[config.mk]
export PLATFORM = sky130hd
export DESIGN_NAME = inv_bvcmp_bvmul_search_flat
export DESIGN_NICKNAME = d
export VERILOG_FILES = /design/src/rtl/inv_bvcmp_bvmul_search_if.sv /design/src/rtl/inv_bvcmp_bvmul_search.sv /design/src/flat_wrapper.sv
export SDC_FILE = /design/constraint.sdc
export NUM_CORES = 1
export LEC_CHECK = 0
export CORE_ASPECT_RATIO = 2
export CORE_MARGIN = 4
export CORE_UTILIZATION = 27
export CTS_CLUSTER_SIZE = 25
export DETAILED_ROUTE_END_ITERATION = 7
export GPL_ROUTABILITY_DRIVEN = 1
export PLACE_DENSITY_LB_ADDON = 0.05
export SLEW_MARGIN = 20
export SYNTH_ARGS = -nofsm -noshare
export SYNTH_HDL_FRONTEND = slang
export SYNTH_SLANG_ARGS = --single-unit
[constraint.sdc]
create_clock -name clk -period 4.5 [get_ports clk]
set_clock_uncertainty 0.2 [all_clocks]
set_input_delay 0.45 -clock clk [delete_from_list [all_inputs] [get_ports clk]]
set_output_delay 0.45 -clock clk [all_outputs]
set_load 0.01 [all_outputs]
[src/rtl/inv_bvcmp_bvmul_search_if.sv]
// Request/result handshake bundle for the (x * s) CMP t inverse solver.
interface inv_bvcmp_bvmul_search_if #(
  parameter int unsigned W = 4
);
  logic         in_valid;
  logic         in_ready;
  logic [W-1:0] in_s;
  logic [W-1:0] in_t;
  logic [1:0]   in_mode;
  logic         out_valid;
  logic         out_ready;
  logic         out_found;
  logic [W-1:0] out_x;

  modport slave (
    input  in_valid, in_s, in_t, in_mode, out_ready,
    output in_ready, out_valid, out_found, out_x
  );

  modport master (
    output in_valid, in_s, in_t, in_mode, out_ready,
    input  in_ready, out_valid, out_found, out_x
  );
endinterface

[src/rtl/inv_bvcmp_bvmul_search.sv]
// Sequential search for the smallest x with (x * s mod 2^W) CMP t, one candidate per cycle.
// Optional macro INV_COND_EN: early-out on the closed-form invertibility condition.
module inv_bvcmp_bvmul_search #(
  parameter int unsigned W = 4
) (
  input  logic                         clk,
  input  logic                         rst_n,
  inv_bvcmp_bvmul_search_if.slave      bus
);

  localparam int unsigned CW = W + 1;
  localparam logic [CW-1:0] LAST = {1'b0, {W{1'b1}}};

  typedef enum logic [1:0] {
    S_IDLE   = 2'd0,
    S_SEARCH = 2'd1,
    S_DONE   = 2'd2
  } state_t;

  state_t        r_state,     w_state_nxt;
  logic [CW-1:0] r_cnt,       w_cnt_nxt;
  logic [W-1:0]  r_s,         w_s_nxt;
  logic [W-1:0]  r_t,         w_t_nxt;
  logic [1:0]    r_mode,      w_mode_nxt;
  logic          r_found,     w_found_nxt;
  logic [W-1:0]  r_x,         w_x_nxt;
  logic          r_out_valid, w_out_valid_nxt;
  logic          r_in_ready,  w_in_ready_nxt;

  logic [W-1:0]  w_p;
  logic          w_hit;

  // Low W bits of the product are exactly the mod-2^W result
  assign w_p = r_cnt[W-1:0] * r_s;

  always_comb begin
    w_hit = 1'b0;
    unique case (r_mode)
      2'b00:   w_hit = (w_p <= r_t);
      2'b01:   w_hit = (w_p <  r_t);
      2'b10:   w_hit = (w_p >= r_t);
      default: w_hit = (w_p >  r_t);
    endcase
  end

`ifdef INV_COND_EN
  logic [W-1:0] w_m;
  logic         w_cond;

  assign w_m = (-r_s) | r_s;

  always_comb begin
    w_cond = 1'b1;
    unique case (r_mode)
      2'b00:   w_cond = 1'b1;
      2'b01:   w_cond = (r_t != '0);
      2'b10:   w_cond = (r_t <= w_m);
      default: w_cond = (r_t <  w_m);
    endcase
  end
`endif

  // Next-state and registered-output logic
  always_comb begin
    w_state_nxt = r_state;
    w_cnt_nxt   = r_cnt;
    w_s_nxt     = r_s;
    w_t_nxt     = r_t;
    w_mode_nxt  = r_mode;
    w_found_nxt = r_found;
    w_x_nxt     = r_x;

    unique case (r_state)
      S_IDLE: begin
        if (bus.in_valid && r_in_ready) begin
          w_s_nxt     = bus.in_s;
          w_t_nxt     = bus.in_t;
          w_mode_nxt  = bus.in_mode;
          w_cnt_nxt   = '0;
          w_state_nxt = S_SEARCH;
        end
      end
      S_SEARCH: begin
`ifdef INV_COND_EN
        if ((r_cnt == '0) && !w_cond) begin
          w_found_nxt = 1'b0;
          w_x_nxt     = '0;
          w_state_nxt = S_DONE;
        end else
`endif
        if (w_hit) begin
          w_found_nxt = 1'b1;
          w_x_nxt     = r_cnt[W-1:0];
          w_state_nxt = S_DONE;
        end else if (r_cnt == LAST) begin
          w_found_nxt = 1'b0;
          w_x_nxt     = '0;
          w_state_nxt = S_DONE;
        end else begin
          w_cnt_nxt = r_cnt + CW'(1);
        end
      end
      S_DONE: begin
        if (bus.out_ready) begin
          w_state_nxt = S_IDLE;
        end
      end
      default: w_state_nxt = S_IDLE;
    endcase

    w_out_valid_nxt = (w_state_nxt == S_DONE);
    w_in_ready_nxt  = (w_state_nxt == S_IDLE);
  end

  always_ff @(posedge clk or negedge rst_n) begin
    if (!rst_n) begin
      r_state     <= S_IDLE;
      r_cnt       <= '0;
      r_s         <= '0;
      r_t         <= '0;
      r_mode      <= 2'b00;
      r_found     <= 1'b0;
      r_x         <= '0;
      r_out_valid <= 1'b0;
      r_in_ready  <= 1'b1;
    end else begin
      r_state     <= w_state_nxt;
      r_cnt       <= w_cnt_nxt;
      r_s         <= w_s_nxt;
      r_t         <= w_t_nxt;
      r_mode      <= w_mode_nxt;
      r_found     <= w_found_nxt;
      r_x         <= w_x_nxt;
      r_out_valid <= w_out_valid_nxt;
      r_in_ready  <= w_in_ready_nxt;
    end
  end

  assign bus.in_ready  = r_in_ready;
  assign bus.out_valid = r_out_valid;
  assign bus.out_found = r_found;
  assign bus.out_x     = r_x;

endmodule

[src/flat_wrapper.sv]
// flat-port wrapper written by rule: the top's interface ports become plain ports
module inv_bvcmp_bvmul_search_flat 
#(
  parameter int unsigned W = 4
)
  (clk, rst_n, bus_in_valid, bus_in_s, bus_in_t, bus_in_mode, bus_out_ready, bus_in_ready, bus_out_valid, bus_out_found, bus_out_x);
  inv_bvcmp_bvmul_search_if #(.W(W)) bus_i ();
  input  logic clk;
  input  logic rst_n;
  input wire logic [$bits(bus_i.in_valid)-1:0] bus_in_valid;
  input wire logic [$bits(bus_i.in_s)-1:0] bus_in_s;
  input wire logic [$bits(bus_i.in_t)-1:0] bus_in_t;
  input wire logic [$bits(bus_i.in_mode)-1:0] bus_in_mode;
  input wire logic [$bits(bus_i.out_ready)-1:0] bus_out_ready;
  output wire logic [$bits(bus_i.in_ready)-1:0] bus_in_ready;
  output wire logic [$bits(bus_i.out_valid)-1:0] bus_out_valid;
  output wire logic [$bits(bus_i.out_found)-1:0] bus_out_found;
  output wire logic [$bits(bus_i.out_x)-1:0] bus_out_x;
  assign bus_i.in_valid = bus_in_valid;
  assign bus_i.in_s = bus_in_s;
  assign bus_i.in_t = bus_in_t;
  assign bus_i.in_mode = bus_in_mode;
  assign bus_i.out_ready = bus_out_ready;
  assign bus_in_ready = bus_i.in_ready;
  assign bus_out_valid = bus_i.out_valid;
  assign bus_out_found = bus_i.out_found;
  assign bus_out_x = bus_i.out_x;
  inv_bvcmp_bvmul_search #(.W(W)) u_core (.clk(clk), .rst_n(rst_n), .bus(bus_i));
endmodule
==> Word level (Yosys, flattened, before mapping) <==
Cells that the tools add are included.
W data, S select, Z words.
{ "classes": {"n_lt_le_gt_ge": 4, "eq_ne": 9, "n_mul": 1, "mux": 14, "n_addsub": 1, "n_reduce_logical": 9} }
{ "op_table": {"columns": ["cell", "count"], "rows": [
  ["$mux W5", 3],
  ["$pmux W5 S2", 1],
  ["$mux W2", 4],
  ["$mux W4", 2],
  ["$eq A2 B2 Y1 const B", 3],
  ["$logic_not A2 Y1", 3],
  ["$pmux W2 S3", 1],
  ["$add A5 B1 Y5 const B", 1],
  ["$eq A5 B4 Y1 const B", 1],
  ["$eq A2 B1 Y1 const B", 2],
  ["$ge A4 B4 Y1", 1],
  ["$gt A4 B4 Y1", 1],
  ["$le A4 B4 Y1", 1],
  ["$lt A4 B4 Y1", 1],
  ["$mul A4 B4 Y4", 1],
  ["$ne A2 B2 Y1 const B", 2],
  ["$reduce_and A2 Y1", 2],
  ["$reduce_and A4 Y1", 1],
  ["$reduce_bool A2 Y1", 2],
  ["$pmux W1 S3", 1],
  ["$mux W1", 2],
  ["$ne A2 B1 Y1 const B", 1],
  ["$logic_and A1 B1 Y1", 1]
]} }
{ "word_totals": {"in_bits": 14, "output_inout_bits": 7, "ff_bits": 24, "word_cells": 47} }

==> Logic depth before layout (Yosys ltp) <==
Gate-level depths: netlist of run 1.
{ "depth": {"word_depth": 6, "ltp_mapped": 13, "ltp_nobuf": 13} }

==> Worst setup path before layout of run 1 <==
Ideal clock, no wire load.
{ "synth_path": {"path_kind": "reg-to-reg", "from": "reg u_core.r_cnt[0]", "to": "reg u_core.r_x[0], in the netlist u_core.bus.out_x[0]", "n_path_buf": 0, "setup_slack_ps": 1304, "arrival_ps": 2875, "required_ps": 4179, "path_stages_with_launch": 13, "synth_period_minus_slack_ps": 3196, "path_cell_list": "dfrtp_1 > and2_1 > ha_1 > ha_1 > ha_1 > xnor2_1 > xnor2_1 > xnor2_1 > ha_1 > a21oi_1 > nand3b_2 > a31o_2 > a22o_1"} }
{ "synth_via": {"elab_chain_len": 5, "word_cells_on_any_way": 10} }
{ "synth_lines": {"columns": ["element", "line", "rtl"], "rows": [
  ["start, declared", "inv_bvcmp_bvmul_search.sv:21", "logic [CW-1:0] r_cnt, w_cnt_nxt;"],
  ["start signal, assigned", "inv_bvcmp_bvmul_search.sv:128", "r_cnt <= w_cnt_nxt;"],
  ["$mul A4 B4 Y4", "inv_bvcmp_bvmul_search.sv:34", "assign w_p = r_cnt[W-1:0] * r_s;"],
  ["$gt A4 B4 Y1 (tied with other cells)", "inv_bvcmp_bvmul_search.sv:42", "default: w_hit = (w_p > r_t);"],
  ["$pmux W1 S3", "inv_bvcmp_bvmul_search.sv:38", "unique case (r_mode)"],
  ["$reduce_bool A2 Y1 (no line)", null, null],
  ["$reduce_and A2 Y1 (no line)", null, null],
  ["end signal, assigned", "inv_bvcmp_bvmul_search.sv:133", "r_x <= w_x_nxt;"],
  ["end, declared", "inv_bvcmp_bvmul_search.sv:26", "logic [W-1:0] r_x, w_x_nxt;"]
]} }
Several ways; a longest one is shown, not always the timed one.
A chain may end at the register's enable or synchronous reset.

==> Final worst setup path of run 1 <==
{ "layout_path": {"from": "reg u_core.r_cnt[0]", "to": "reg u_core.r_cnt[1]"} }
{ "layout_via": {"elab_chain_len": 5, "word_cells_on_any_way": 14} }
{ "layout_lines": {"columns": ["element", "line"], "rows": [
  ["$mul A4 B4 Y4", "inv_bvcmp_bvmul_search.sv:34"],
  ["$gt A4 B4 Y1 (tied with other cells)", "inv_bvcmp_bvmul_search.sv:42"],
  ["$pmux W1 S3", "inv_bvcmp_bvmul_search.sv:38"],
  ["$ne A2 B2 Y1 (no line)", null],
  ["$reduce_and A4 Y1 (no line)", null]
]} }
Several ways; a longest one is shown, not always the timed one. The select of a mux whose other input is x is not followed.

==> impl_metrics.csv, run 1 <==
group,metric,value,unit
global_routing,grt_first_pass_wirelength,4.91,mm
floorplan,die_x,56.5,um
setup_path,cp.depth,12,
routing,dr.pass1.iters,4,
run_status,violations,"negative hold slack",
yosys,synth_seq_cells,24,
yosys,netlist_area,0.00127,sq mm
clock_network,cts_max_level,1,
global_routing,grt_usage,0.107,
timing,slew_headroom,0.631,
finish,diodes,0,
yosys,synth_area_leaders,"dfrtp_1 (45%), nand2_1 (11%), ha_1 (9.8%)",
finish,final_area,0.00158,sq mm
setup_path,r2r_slack,1.03,ns
routing,totalWireLength,2.84,mm
setup_path,worst_setup_path_start_kind,"flip-flop",
clock_network,cts_max_path_buffers,2,
place,dp_hpwl,2.26,mm
power,p_per_area,585,mW/mm^2
timing,fin_crit,3.47,ns
global_routing,grt-ovfl-total,0,
finish,nets,177,
setup_path,crit_required,4.45,ns
setup_path,max_stage_delay,0.49,ns
place,place_area,0.00153,sq mm
setup_path,endpoint_kind,"flip-flop",
power,irDropWorstVdd,287,uV
floorplan,start_util,0.277,
floorplan,core_area,0.00460,sq mm
timing,finalMaxSlewViolations,0,
finish,layout.cells.non_filler,207,
clock_network,cts_tree,"built",
setup_path,criticalPathCategory,"reg2reg",
power,power_leakage,0.764,nW
timing,worst_hold_slack,-0.0420,ns
setup_path,cpMaxStageDelayCell,"dfrtp_1",
timing,tightest_slew,0.552,ns
finish,drive_gt1_frac,0.0724,
yosys,yosysTopAreaCellShare,0.452,
global_routing,grt_pass1_vias,1072,
clock_network,clock_sinks,24,
finish,multi_input_area,636,sq um
setup_path,crit_fanout,9,
setup_path,critical_path_arrival,3.42,ns
setup_path,critical-path-top-delay-family,"adder cells",
floorplan,num_rows,35,
clock_network,cts_buffers,3,
routing,via_per_inst,4.64,
place,portBuffers,20,
routing,vias,960,
finish,fillers,481,
finish,seq_area,602,sq um
yosys,synth_largest_area_cell,"dfrtp_1",
finish,area_delta_synth_final,24.1,%
job,drv_cap,0,
setup_path,crit_path_frequent_cell,"ha_1",
min_path,hold_class,"in2async",
global_routing,grt_max_degree,25,
floorplan,ios,21,
place,place.gp.congestion,0.714,
global_routing,antenna_found_initial,0,
routing,drt_iter0_markers,8,
timing,setup_violations,0,
run_status,status,"finished with violations",
yosys,ys_warn_count,0,
timing,fmax,288,MHz
yosys,synth_cell_types,27,
yosys,synthCells,131,
routing,ant_nets,0,
setup_path,reg2regPathDepth,12,
clock_network,clock_latency,0.27,ns
clock_network,root_buffer,"clkbuf_8",
routing,wl_per_cell,13.7,um
setup_path,worstPathCellList,"and2_1 > ha_1 > ha_1 > ha_1 > xnor2_1 > xnor2_1 > xnor2_1 > ha_1 > a21oi_1 > a21o_1 > nand3_1 > mux2i_1",
timing,hold_viol_final,23,
floorplan,die_area,0.00594,sq mm
timing,rsz0062_at_grt,"no",
clock_network,cts_setup_buffers,0,
timing,tns,0,ns
setup_path,r2r-end,"u_core.r_cnt[1]$_DFFE_PN0P_",
yosys,syn-num-nets,155,
clock_network,ctsResizeCount,0,
clock_network,ctsHoldBuffers,0,
floorplan,die_y,105,um
setup_path,crit_end,"u_core.r_cnt[1]$_DFFE_PN0P_",
setup_path,worst-path-buf-inv,0,
setup_path,crit_start,"u_core.r_cnt[0]$_DFFE_PN0P_",
place,dp.cells,203,
yosys,syn_avg_cell_area,9.71,sq um
clock_network,clk_pin_slew,0.09,ns
yosys,ys_seq_area_frac,0.473,
routing,drc,0,
setup_path,rr_startpoint,"u_core.r_cnt[0]$_DFFE_PN0P_",
timing,final.period_utilization,0.771,
kinds of logic (layout without fill, tap and decap cells):
kind of cell    Yosys count  after routing  share of synthesized area
compound gates           16             16                     0.0934
xor+xnor                  6              6                     0.0413
fa+ha+maj                10             10                     0.0983
buf+inv                   9             30                     0.0275
flops                    24             24                      0.473
mux                       5              5                     0.0393
simple gates             61             61                      0.227
stage by stage:
stage	setup WS, ns	total power [mW]	utilization
6_report	1.03	0.923	0.343
5_1_grt	0.752	1.02	0.343
4_1_cts	1.02	0.944	0.344
3_5_place_dp	1.05	0.788	0.333
3_3_place_gp	1.08	0.770	0.333
2_1_floorplan	1.30	0.650	-
state kept, by name, summed over array words and instances, names as in the netlist:
| register | flops |
|---|---|
| u_core.r_cnt | 5 |
| u_core.bus.out_x | 4 |
| u_core.r_s | 4 |
| u_core.r_t | 4 |
| u_core.r_mode | 2 |
| u_core.r_state | 2 |
| u_core.bus.in_ready | 1 |
| u_core.bus.out_found | 1 |
| u_core.bus.out_valid | 1 |
cell usage in the layout (no fill, tap or decap), drive strengths merged, types with 2 or more instances in the layout:
cell / n
a21o: 2
a22o: 4
and2: 5
and3: 2
clkbuf: 4
clkdlybuf4s50: 19
dfrtp: 23
ha: 10
inv: 6
mux2i: 5
nand2: 36
nand2b: 3
nand3: 4
nand3b: 2
nand4: 2
nor2: 4
o21ai: 6
xnor2: 6
power breakdown:
group	leakage, nW	switching [mW]	internal [mW]
logic	0.430	0.231	0.187
registers	0.305	0.0571	0.297
clock network	0.0288	0.0723	0.0781
total	0.764	0.360	0.563
synth_stat cells:
cell type  number
and2_1          5
nand2_1        36
nand4_1         2
o211ai_2        1
a31o_2          1
clkbuf_1        2
nor2b_4         1
a22o_1          4
nor2_1          4
a21o_1          2
dfstp_2         1
and3_1          2
a21oi_1         1
nand3_1         4
nand3b_1        1
nand3b_2        1
buf_2           1
ha_1           10
dfrtp_1        23
nand2b_1        3
inv_1           6
mux2i_1         5
nor3_1          1
o21ai_0         6
xnor2_1         6
nor4_1          1
a31oi_2         1
layer usage:
metal / part of all wire / track usage
met1: 0.37 / 0.112
met2: 0.56 / 0.196
met3: 0.034 / 0.0136
met4: 0.036 / 0.0560
met5: 0 / 0
cell type report:
class                      count  share of cell area
tap                           55              0.0436
clock buffer                   4              0.0349
timing repair buffer          20               0.124
sequential                    24               0.381
multi-input combinational     98               0.403
inverter                       6              0.0143
worst min-delay path by stage:
stage                                      from                               end  slack, ns
2_1_floorplan                             rst_n  u_core.bus.out_found$_DFFE_PN0P_      -0.05
3_3_place_gp   u_core.bus.out_found$_DFFE_PN0P_  u_core.bus.out_found$_DFFE_PN0P_       0.26
3_5_place_dp   u_core.bus.out_found$_DFFE_PN0P_  u_core.bus.out_found$_DFFE_PN0P_       0.27
4_1_cts        u_core.bus.out_found$_DFFE_PN0P_  u_core.bus.out_found$_DFFE_PN0P_       0.29
5_1_grt                                   rst_n         u_core.r_t[3]$_DFFE_PN0P_      0.003
6_report                                  rst_n    u_core.bus.out_valid$_DFF_PN0_      -0.04
Note: power is estimated with default switching activity, not from simulation.
==> run 2, diff against run 1 <==
==> constraint.sdc (replaced) <==
create_clock -name clk -period 2.99 [get_ports clk]
set_clock_uncertainty 0.2 [all_clocks]
set_input_delay 0.299 -clock clk [delete_from_list [all_inputs] [get_ports clk]]
set_output_delay 0.299 -clock clk [all_outputs]
set_load 0.01 [all_outputs]
==> run 2 against run 1 <==
The flow finishes with violations (negative setup slack). Sequential share of layout area decreased by 5.1 points. Cell count increased by 5.8%. Utilization increased by 5.3 points. Maximum frequency increased by 6.6%. Flip-flop and latch count unchanged. Cell area increased by 15%. Worst hold slack improved by 0.23 ns. Sequential power increased by 44%. Worst setup slack got worse by 1.3 ns.
==> impl_metrics.csv, run 2 (synthesis results as in run 1) <==
group,metric,value,unit
run_status,status,"finished with violations",
run_status,violations,"negative setup slack",
timing,worst_hold_slack,0.188,ns
setup_path,worst_setup_path_start_kind,"flip-flop",
global_routing,grt_usage,0.110,
place,dp_hpwl,2.36,mm
setup_path,crit_fanout,5,
finish,mostFrequentLayoutCells,"nand2_1 (35), dfrtp_1 (23), clkdlybuf4s50_1 (20), buf_4 (10), ha_1 (8)",
setup_path,critical_path_arrival,3.21,ns
power,power_leakage,0.837,nW
timing,rsz0062_at_grt,"yes",
global_routing,grt-ovfl-total,0,
setup_path,crit_required,2.95,ns
clock_network,cts_max_level,1,
timing,post-route-worst-setup-slack,-0.261,ns
setup_path,crit_start,"u_core.r_s[1]$_DFFE_PN0P_",
finish,nets,189,
finish,largest_reg_flops,5,
floorplan,num_rows,35,
routing,drc,0,
timing,hold_viol_final,0,
finish,fillers,464,
setup_path,criticalPathCategory,"reg2reg",
timing,fin_crit,3.25,ns
setup_path,endpoint_kind,"flip-flop",
timing,fmax,308,MHz
routing,ant_nets,0,
timing,tightest_slew,0.622,ns
clock_network,clock_sinks,24,
min_path,hold_class,"in2async",
finish,area_delta_synth_final,43.3,%
job,drv_cap,0,
timing,slew_headroom,0.584,
finish,final_common_cell,"nand2_1",
clock_network,cts_tree,"built",
finish,top_register,"u_core.r_cnt",
routing,wl_per_cell,13.9,um
clock_network,ctsHoldBuffers,0,
floorplan,die_x,56.5,um
timing,finalMaxSlewViolations,0,
power,p_per_area,924,mW/mm^2
routing,dr.pass1.iters,3,
clock_network,clock_latency,0.26,ns
place,portBuffers,20,
setup_path,r2r_slack,-0.26,ns
global_routing,grt_pass1_vias,1117,
global_routing,grt_first_pass_wirelength,5.13,mm
clock_network,clk_pin_slew,0.09,ns
clock_network,cts_max_path_buffers,2,
routing,vias,1008,
power,irDropWorstVdd,504,uV
global_routing,antenna_found_initial,0,
floorplan,ios,21,
timing,setup_violations,13,
floorplan,core_area,0.00460,sq mm
floorplan,start_util,0.277,
timing,final.period_utilization,1.09,
finish,drive_gt1_frac,0.220,
place,place.gp.congestion,0.724,
clock_network,root_buffer,"clkbuf_8",
routing,via_per_inst,4.60,
clock_network,cts_buffers,3,
setup_path,rr_startpoint,"u_core.r_s[1]$_DFFE_PN0P_",
floorplan,die_area,0.00594,sq mm
global_routing,grt_max_degree,25,
finish,diodes,0,
place,pre_cts_slack,-0.336,ns
routing,totalWireLength,3.05,mm
routing,drt_iter0_markers,8,
floorplan,die_y,105,um
[run 2: worst paths after layout]
path                                                         to  depth (start not counted)
worst max-delay path            u_core.bus.out_x[1]$_DFFE_PN0P_                         13
worst min-delay path             u_core.bus.out_valid$_DFF_PN0_                          2
worst max register to register  u_core.bus.out_x[1]$_DFFE_PN0P_                         13
worst min register to register        u_core.r_s[3]$_DFFE_PN0P_                          2
max in group asynchronous         u_core.bus.in_ready$_DFF_PN1_                          2
min in group clk                      u_core.r_s[3]$_DFFE_PN0P_                          2
[run 2: metal layers]
layer	up-vias	routed length, um	GRT usage	share of wire
li1	509	-	-	-
met1	480	1100	0.107	0.36
met2	15	1830	0.216	0.60
met3	4	89	0.0148	0.029
met4	0	42	0.0526	0.014
met5	-	0	0	0
[run 2: what timing repair did]
| action | in CTS | in global routing |
|---|---|---|
| pin swaps | 17 | 12 |
| setup buffers | 2 | 0 |
| gates resized for setup | 10 | 14 |
| setup endpoints to repair | 13 | 13 |
[run 2: area by class of cell]
cell class	instances	area [sq um]	area share
multi-input combinational	98	774	0.425
sequential	24	602	0.330
inverter	6	25.0	0.0137
clock buffer	4	55.1	0.0302
timing repair buffer	32	298	0.163
tap	55	68.8	0.0377
[run 2: critical path, stage by stage, from the launching register on]
cell	delay, ns
dfrtp_1	0.38
and2_1	0.16
ha_1	0.32
ha_4	0.23
ha_4	0.16
xnor2_2	0.12
xnor2_1	0.19
xnor2_1	0.15
ha_1	0.30
nand4_1	0.15
nand2_1	0.10
a21o_4	0.22
a31o_4	0.25
a22o_1	0.21
[run 2: metrics by stage]
step	power, mW	util	area, sq um	TNS (ns)	instances
after global routing	1.83	0.396	1820	-4.76	219
after global placement	1.26	0.353	1620	-2.65	213
after CTS	1.60	0.381	1750	-2.68	219
after floorplan	1.01	-	1290	-0.980	131
after detailed placement	1.29	0.353	1620	-3.46	213
final	1.69	0.396	1820	-2.62	219
[run 2: power by group]
| part | total [mW] | internal [mW] | switching [mW] |
|---|---|---|---|
| sequential | 0.510 | 0.447 | 0.0626 |
| clock | 0.222 | 0.117 | 0.104 |
| combinational | 0.953 | 0.443 | 0.510 |
==> run 3, diff against run 2 <==
--- a/config.mk
+++ b/config.mk
@@ -5,9 +5,12 @@
 export SDC_FILE = /design/constraint.sdc
 export NUM_CORES = 1
 export LEC_CHECK = 0
+export CELL_PAD_IN_SITES_DETAIL_PLACEMENT = 2
+export CELL_PAD_IN_SITES_GLOBAL_PLACEMENT = 2
 export CORE_ASPECT_RATIO = 2
 export CORE_MARGIN = 4
-export CORE_UTILIZATION = 27
+export CORE_UTILIZATION = 29
+export CTS_BUF_LIST = sky130_fd_sc_hd__clkbuf_16
 export CTS_CLUSTER_SIZE = 25
 export DETAILED_ROUTE_END_ITERATION = 7
 export GPL_ROUTABILITY_DRIVEN = 1
==> run 3 against run 2 <==
The run still ends with negative setup slack left. Clock power up 33%. Cell area up 2.9%. Combinational power up 5%. Sequential power up 3%. Power up 8.2%. Critical path depth down 1. Worst setup slack better by 0.025 ns. Utilization up 5.3 points. Cell count unchanged. Non-clock buffer count up 3. Global-route usage up 4.7 points. Largest cell class unchanged.
==> impl_metrics.csv, run 3 (synthesis results as in run 1) <==
group,metric,value,unit
finish,seq_area,602,sq um
finish,multi_input_area,781,sq um
timing,post-route-worst-setup-slack,-0.236,ns
power,p_total,1.82,mW
finish,nets,192,
clock_network,clk_pin_slew,0.06,ns
routing,drt_iter0_markers,11,
finish,drive_gt1_frac,0.257,
finish,final_area,0.00188,sq mm
routing,totalWireLength,3.88,mm
timing,final.period_utilization,1.08,
routing,ant_nets,0,
floorplan,core_area,0.00417,sq mm
finish,diodes,0,
floorplan,die_x,54.8,um
global_routing,grt_max_degree,25,
place,dp.cells,211,
finish,fillers,457,
clock_network,cts_max_path_buffers,2,
power,power_leakage,0.867,nW
clock_network,cts_max_level,1,
clock_network,clock_sinks,24,
routing,dr.pass1.iters,4,
routing,drc,0,
timing,fmax,310,MHz
timing,setup_violations,13,
global_routing,grt_first_pass_wirelength,6.18,mm
power,p_per_area,972,mW/mm^2
finish,utilization,0.450,
run_status,status,"finished with violations",
routing,via_per_inst,5.01,
routing,wl_per_cell,17.7,um
power,power_switching,0.721,mW
run_status,violations,"negative setup slack",
floorplan,die_y,102,um
finish,largest_reg_flops,5,
timing,finalMaxSlewViolations,0,
place,place.gp.congestion,0.746,
timing,fin_crit,3.23,ns
clock_network,root_buffer,"clkbuf_16",
setup_path,critical_path_arrival,3.18,ns
floorplan,num_rows,33,
place,place_area,0.00163,sq mm
routing,vias,1098,
setup_path,worst_setup_path_start_kind,"flip-flop",
global_routing,grt_pass1_vias,1252,
global_routing,grt_usage,0.157,
timing,hold_viol_final,0,
power,irDropWorstVdd,396,uV
clock_network,clock_latency,0.26,ns
finish,area_delta_synth_final,47.4,%
power,clock_power_share,0.162,
timing,slew_headroom,0.577,
floorplan,die_area,0.00558,sq mm
finish,final_common_cell,"nand2_1",
place,dp_hpwl,2.70,mm
setup_path,crit_required,2.94,ns
setup_path,endpoint_kind,"flip-flop",
finish,top_register,"u_core.r_cnt",
job,drv_cap,0,
global_routing,grt-ovfl-total,0,
timing,tightest_slew,0.633,ns
global_routing,antenna_found_initial,0,
power,seqPwrFrac,0.288,
finish,mostFrequentLayoutCells,"nand2_1 (35), dfrtp_1 (23), clkdlybuf4s50_1 (20), buf_4 (12)",
place,portBuffers,20,
timing,rsz0062_at_grt,"yes",
floorplan,ios,21,
power,pwr-share-comb,0.550,
clock_network,cts_buffers,3,
power,p_int,1.10,mW
clock_network,cts_tree,"built",
setup_path,crit_fanout,5,
min_path,hold_class,"in2async",
place,pre_cts_slack,-0.334,ns
setup_path,criticalPathCategory,"reg2reg",
finish,layout.cells.non_filler,219,
floorplan,start_util,0.305,
power,switching_share,0.395,
==> run 3: changes by cell type in the layout (fill, tap and decap cells not counted), moves of 2 or more <==
cell	previous run	this run
clkbuf_8	4	0
ha_1	8	6
buf_4	10	12
clkbuf_16	0	3
and2_1	5	2
and2_4	0	3
==> run 3: timing repair <==
action,in CTS,in global routing
endpoints found under the setup margin,13,13
resized for setup,15,13
pin swaps,18,19
setup buffers,4,0
hold buffers,0,0
==> run 3: worst max-delay path, cell delays in order (launching register included) <==
cell and delay (ns):
dfrtp_1 0.39, and2_4 0.17, ha_4 0.27, ha_4 0.19
ha_4 0.18, xnor2_4 0.21, xnor2_2 0.11, xnor2_1 0.13
ha_1 0.35, a21oi_2 0.20, nand3b_2 0.20, a31o_4 0.31
a22o_1 0.21
==> run 3: final cells by class <==
cell class	count	area share
inverters	6	0.0133
clock buffers	3	0.0400
well taps	52	0.0347
repair buffers	35	0.173
flip-flops and latches	24	0.321
clock inverters	1	0.00200
multi-input cells	98	0.416
==> run 3: power by group through the flow <==
| stage | clock (mW) | combinational [mW] | sequential, mW |
|---|---|---|---|
| final | 0.295 | 1.00 | 0.525 |
| after global routing | 0.316 | 1.11 | 0.542 |
| after CTS | 0.302 | 0.938 | 0.523 |
| after detailed placement | 0 | 0.820 | 0.526 |
| after global placement | 0 | 0.773 | 0.517 |
| after floorplan | 0 | 0.474 | 0.532 |
==> run 3: layer usage <==
metal | GRT usage | wire length (um)
met5 | 0 | 0
met3 | 0.0221 | 87
met2 | 0.301 | 2340
met1 | 0.157 | 1340
met4 | 0.0595 | 114
==> run 3: path summary, 6_finish.rpt <==
kind	start	to	slack (ns)	depth (start not counted)
max	u_core.r_s[1]$_DFFE_PN0P_	u_core.bus.out_x[1]$_DFFE_PN0P_	-0.24	12
min	rst_n	u_core.bus.out_x[2]$_DFFE_PN0P_	0.21	2
max reg2reg	u_core.r_s[1]$_DFFE_PN0P_	u_core.bus.out_x[1]$_DFFE_PN0P_	-0.24	12
min reg2reg	u_core.r_t[0]$_DFFE_PN0P_	u_core.r_t[0]$_DFFE_PN0P_	0.28	2
max in group asynchronous	rst_n	u_core.bus.in_ready$_DFF_PN1_	2.08	2
min in group clk	u_core.r_t[0]$_DFFE_PN0P_	u_core.r_t[0]$_DFFE_PN0P_	0.28	2
==> run 3: stage by stage <==
step	setup TNS (ns)	hold slack, ns
final	-2.58	0.214
after CTS	-2.25	0.231
after global placement	-2.64	0.260
after global routing	-4.26	0.248
after detailed placement	-3.69	0.270
after floorplan	-0.980	-0.197
